==> src/rtl/ifetch_ctrl.sv <==
// ifetch_ctrl: fetch PC sequencer feeding a FWFT prefetch FIFO to ID; redirects flush and restart.
// Optional IFETCH_PERF_CNT_EN adds fetch and full-stall counters.
module ifetch_ctrl #(
   parameter int ADDR_W = 32,
   parameter logic [ADDR_W-1:0] RESET_PC = '0,
   parameter int FIFO_DEPTH = 4
) (
   input  logic                          clk,
   input  logic                          rst,
   output logic                          imem_ce,
   output logic [ADDR_W-1:0]             imem_addr,
   input  logic [31:0]                   imem_inst,
   output logic                          if_valid,
   output logic [31:0]                   if_inst,
   output logic [ADDR_W-1:0]             if_pc,
   input  logic                          id_ready,
   input  logic                          redirect_valid,
   input  logic [ADDR_W-1:0]             redirect_pc,
   input  logic                          halt,
   output logic [$clog2(FIFO_DEPTH):0]   fifo_level
`ifdef IFETCH_PERF_CNT_EN
  ,output logic [31:0]                   perf_fetch_cnt,
   output logic [31:0]                   perf_stall_cnt
`endif
);
   localparam int AW = $clog2(FIFO_DEPTH);
   localparam int LW = AW + 1;
   typedef enum logic [1:0] {IDLE, RUN, HALTED} state_t;
   state_t state, state_nx;
   logic [ADDR_W-1:0] fetch_pc;
   logic [ADDR_W-1:0] mem_pc [FIFO_DEPTH];
   logic [31:0] mem_inst [FIFO_DEPTH];
   logic [AW-1:0] head, tail;
   logic [LW-1:0] level;
   logic pop, fetch;
   always_comb begin
      pop = (level != '0) && id_ready && !redirect_valid;
      fetch = (state == RUN) && !redirect_valid && (level < LW'(FIFO_DEPTH) || pop);
      // redirects outside RUN only flush and reload the PC, the state is held
      state_nx = (redirect_valid && state != RUN) ? state :
                 (state == IDLE) ? RUN : halt ? HALTED : RUN;
   end
   assign imem_ce = fetch;
   assign imem_addr = fetch_pc;
   assign fifo_level = level;
   assign if_valid = level != '0;
   assign if_inst = if_valid ? mem_inst[head] : '0;
   assign if_pc = if_valid ? mem_pc[head] : '0;
   always_ff @(posedge clk or posedge rst) begin
      if (rst) begin
         state <= IDLE;
         fetch_pc <= RESET_PC;
         head <= '0;
         tail <= '0;
         level <= '0;
         for (int i = 0; i < FIFO_DEPTH; i++) begin
            mem_pc[i] <= '0;
            mem_inst[i] <= '0;
         end
      end else begin
         state <= state_nx;
         if (redirect_valid) begin
            fetch_pc <= redirect_pc & ~ADDR_W'(3);
            head <= '0;
            tail <= '0;
            level <= '0;
         end else begin
            if (fetch) begin
               mem_pc[tail] <= fetch_pc;
               mem_inst[tail] <= imem_inst;
               tail <= tail + AW'(1);
               fetch_pc <= fetch_pc + ADDR_W'(4);
            end
            if (pop) head <= head + AW'(1);
            level <= level + LW'(fetch) - LW'(pop);
         end
      end
   end
`ifdef IFETCH_PERF_CNT_EN
   logic stall;
   assign stall = (state == RUN) && !redirect_valid && (level == LW'(FIFO_DEPTH)) && !pop;
   always_ff @(posedge clk or posedge rst) begin
      if (rst) begin
         perf_fetch_cnt <= '0;
         perf_stall_cnt <= '0;
      end else begin
         if (fetch && !(&perf_fetch_cnt)) perf_fetch_cnt <= perf_fetch_cnt + 32'd1;
         if (stall && !(&perf_stall_cnt)) perf_stall_cnt <= perf_stall_cnt + 32'd1;
      end
   end
`endif
endmodule

==> config.mk <==
export PLATFORM = sky130hd
export DESIGN_NAME = ifetch_ctrl
export DESIGN_NICKNAME = d
export VERILOG_FILES = /design/src/rtl/ifetch_ctrl.sv
export SDC_FILE = /design/constraint.sdc
export NUM_CORES = 1
export LEC_CHECK = 0
export CAP_MARGIN = 10
export CORE_AREA = 2 2 167 169
export CTS_CLUSTER_DIAMETER = 120
export CTS_CLUSTER_SIZE = 25
export DETAILED_ROUTE_END_ITERATION = 16
export DIE_AREA = 0 0 169 171
export MAX_ROUTING_LAYER = met4
export PLACE_DENSITY = 0.84
export SLEW_MARGIN = 20
export SYNTH_ARGS = -nofsm -noshare
export SYNTH_HDL_FRONTEND = slang
export SYNTH_SLANG_ARGS = --single-unit
==> constraint.sdc <==
create_clock -name clk -period 9 [get_ports clk]
set_input_delay 1.8 -clock clk [delete_from_list [all_inputs] [get_ports clk]]
set_output_delay 1.8 -clock clk [all_outputs]
set_load 0.03 [all_outputs]
==> run_results.csv <==
group,metric,value,unit
sta,tightest_slew,1.09,ns
critical_path,cp_max_fo,35,
global_route,grt_pass1_wl,47.0,mm
critical_path,required,7.20,ns
detailed_routing,drt_iter0_markers,432,
floorplanning,fp.coreArea,0.0273,mm2
clock_tree,post_cts_buffers,0,
floorplanning,initial_core_util,49.1,%
final_layout,final_common_cell,"dfrtp_1",
critical_path,crit_type,"input pin to primary output",
detailed_routing,antenna_left,0,
critical_path,cp_common_cell,"clkdlybuf4s50_1",
clock_tree,cts.sinks,287,
detailed_routing,vias,8236,
detailed_routing,avgViaCountPerCell,5.85,
final_layout,drive_gt1_share,32.4,%
sta,setup_ws,3.08,ns
sta,skew,0.0199,ns
critical_path,end_kind,"primary output",
floorplanning,die_w,169,um
clock_tree,cts_buffer_depth,3,
sta,max-slew-margin-rel,27.4,%
detailed_routing,wl_per_cell,20.7,um
synthesis,synth_area_per_cell,14.1,um2
sta,setup_viol,0,
final_layout,area_delta_synth_final,16.6,%
detailed_routing,wirelength,29.2,mm
sta,rsz0062_at_grt,"no",
final_layout,fin_util,57.2,%
power_and_ir_drop,leakage,6.70,nW
global_route,grt_usage,21.2,%
sta,hold_violations,0,
floorplanning,core.rowCount,61,
synthesis,yosysUniqueCellTypes,45,
clock_tree,cts_tree,"done",
critical_path,critical_path_arrival,4.12,ns
clock_tree,cts_resized,0,
critical_path,critPathMaxStageDelay,0.88,ns
floorplanning,dieArea,0.0289,mm2
clock_tree,clock_latency,0.49,ns
synthesis,ys_seq_elements,287,
global_route,grt-ovfl-total,0,
synthesis,ys_seq_area_share,53.5,%
global_route,grt_pass1_vias,8576,
global_route,grt_max_degree,170,
sta,fin_crit_sh,65.8,%
place,place.gp.congestion,0.797,
critical_path,slowest_stage,"clkdlybuf4s50_1",
sta,maxSlewViolCount,0,
synthesis,synthArstFlopShare,100,%
final_layout,nets,1138,
sta,fmax,169,MHz
detailed_routing,route.detailed.drc,0,
power_and_ir_drop,p_per_area,306,mW/mm2
power_and_ir_drop,report.power.total,4.78,mW
synthesis,yosysWarnings,0,
place,pre_cts_ws,3.11,ns
final_layout,layout_common_cells,"dfrtp_1, mux2_2, clkdlybuf4s50_1",
synthesis,synthCells,950,
critical_path,startpoint_type,"input pin",
clock_tree,hold_buffers,0,
place,io_buffers,163,
floorplanning,ios,170,
detailed_routing,firstDrtPassIters,5,
sta,final.setup.tns,0,ns
clock_tree,h-tree-depth,1,
clock_tree,clk_pin_slew,0.10,ns
place,dp_hpwl,17.4,mm
synthesis,synth-edff-count,0,
synthesis,netlist_area,0.0134,mm2
job,maxCapViolations,0,
clock_tree,cts_buffers,15,
critical_path,crit_chain,"clkdlybuf4s50_1 > buf_4 > nor3_2 > clkdlybuf4s50_1",
global_route,antenna_found_initial,1,
floorplanning,chipHeight,171,um
run_status,status,"completed",
power_and_ir_drop,peakVddDrop,0.195,mV
worst_hold_path,hp-class,"flip-flop to flip-flop",
synthesis,ys.flop_type,"dfrtp_1",
sta,fin_crit,5.92,ns
clock_tree,cts_root_buf,"clkbuf_16",
[metal layers]
layer  track usage (%)  wire length [um]  up-vias
li1                  -                 -     3672
met1              29.2             13400     4322
met2              34.9             14100      217
met3              2.71              1370       25
met4              3.49               387        0
met5                 -                 0        -
[cell families after synthesis]
| logic type | count (synthesis) | synth area share (%) |
|---|---|---|
| buffers and inverters | 87 | 2.91 |
| AOI/OAI and AO/OA | 55 | 2.63 |
| and+or+nand+nor | 189 | 7.99 |
| other | 1 | 0.0280 |
| xor gates and xnor gates | 12 | 0.784 |
| adders and majority gates | 8 | 0.802 |
| muxes | 311 | 31.3 |
| DFF | 287 | 53.5 |
[layout make-up]
class | instances | area [um2]
inverter | 10 | 41.3
antenna | 1 | 2.50
tap | 346 | 433
multi-input combinational | 579 | 5880
timing repair buffer | 168 | 1690
clock inverter | 1 | 16.3
clock buffer | 17 | 383
sequential | 287 | 7190
fill | 2191 | 11700
[cells in the mapped netlist (2+ instances only)]
| master | count | area [um2] |
|---|---|---|
| mux4_2 | 62 | 1400 |
| nor2_1 | 31 | 116 |
| buf_2 | 28 | 140 |
| and2_1 | 65 | 407 |
| nand2_1 | 26 | 97.6 |
| nand2b_1 | 2 | 12.5 |
| or4_1 | 15 | 113 |
| clkbuf_1 | 38 | 143 |
| o21ai_0 | 13 | 65.1 |
| nor4_1 | 2 | 12.5 |
| nor2b_1 | 4 | 25.0 |
| ha_1 | 7 | 87.6 |
| nand3_1 | 13 | 65.1 |
| or3_1 | 7 | 43.8 |
| buf_1 | 3 | 11.3 |
| and4_1 | 3 | 26.3 |
| o31ai_1 | 14 | 105 |
| a21oi_1 | 3 | 15.0 |
| a31oi_1 | 20 | 125 |
| xnor2_1 | 6 | 52.6 |
| inv_1 | 9 | 33.8 |
| dfrtp_1 | 287 | 7180 |
| mux2_2 | 248 | 2790 |
| nor3_1 | 2 | 10.0 |
| xor2_1 | 6 | 52.6 |
| clkbuf_2 | 2 | 10.0 |
| and3_1 | 4 | 25.0 |
| buf_4 | 5 | 37.5 |
| nand4_1 | 9 | 56.3 |
[worst paths after layout]
kind                                          start                        to  slack (ns)  cells past startpoint
setup reg to reg               state[1]$_DFFE_PP0N_    mem_pc[24]$_DFFE_PP0P_        6.17                      4
hold / removal             mem_inst[64]$_DFFE_PP0P_  mem_inst[64]$_DFFE_PP0P_        0.51                      1
min in group asynchronous                       rst   mem_pc[124]$_DFFE_PP0P_        1.82                      2
setup / recovery                     redirect_valid                   imem_ce        3.08                      4
max in group asynchronous                       rst       head[1]$_DFFE_PP0P_        5.68                      3
hold reg to reg            mem_inst[64]$_DFFE_PP0P_  mem_inst[64]$_DFFE_PP0P_        0.51                      1
[stage by stage]
stage                     instance area, um2  cells  hold WS (ns)
final                                  15600   1409         0.507
after global routing                   15600   1409         0.517
after CTS                              15600   1408         0.511
after detailed placement               15200   1390         0.488
after global placement                 15200   1390         0.481
after floorplan                        13400    953         0.474
[worst max-delay path, delay by kind of cell]
| kind | cells | cell delay, ns |
|---|---|---|
| and+or+nand+nor | 1 | 0.74 |
| buffers and inverters | 3 | 1.55 |
[where the power goes]
group,total (mW),internal [mW],switching (mW)
clock network,0.717,0.308,0.408
logic,2.00,1.10,0.898
registers,2.07,1.76,0.307
total,4.78,3.17,1.61
[state kept, by name (all words and copies together), names as in the netlist]
| signal | cells |
|---|---|
| mem_inst | 128 |
| tail | 2 |
| mem_pc | 120 |
| state | 2 |
| fifo_level | 3 |
| head | 2 |
| imem_addr | 30 |
(Power assumes the default switching activity.)
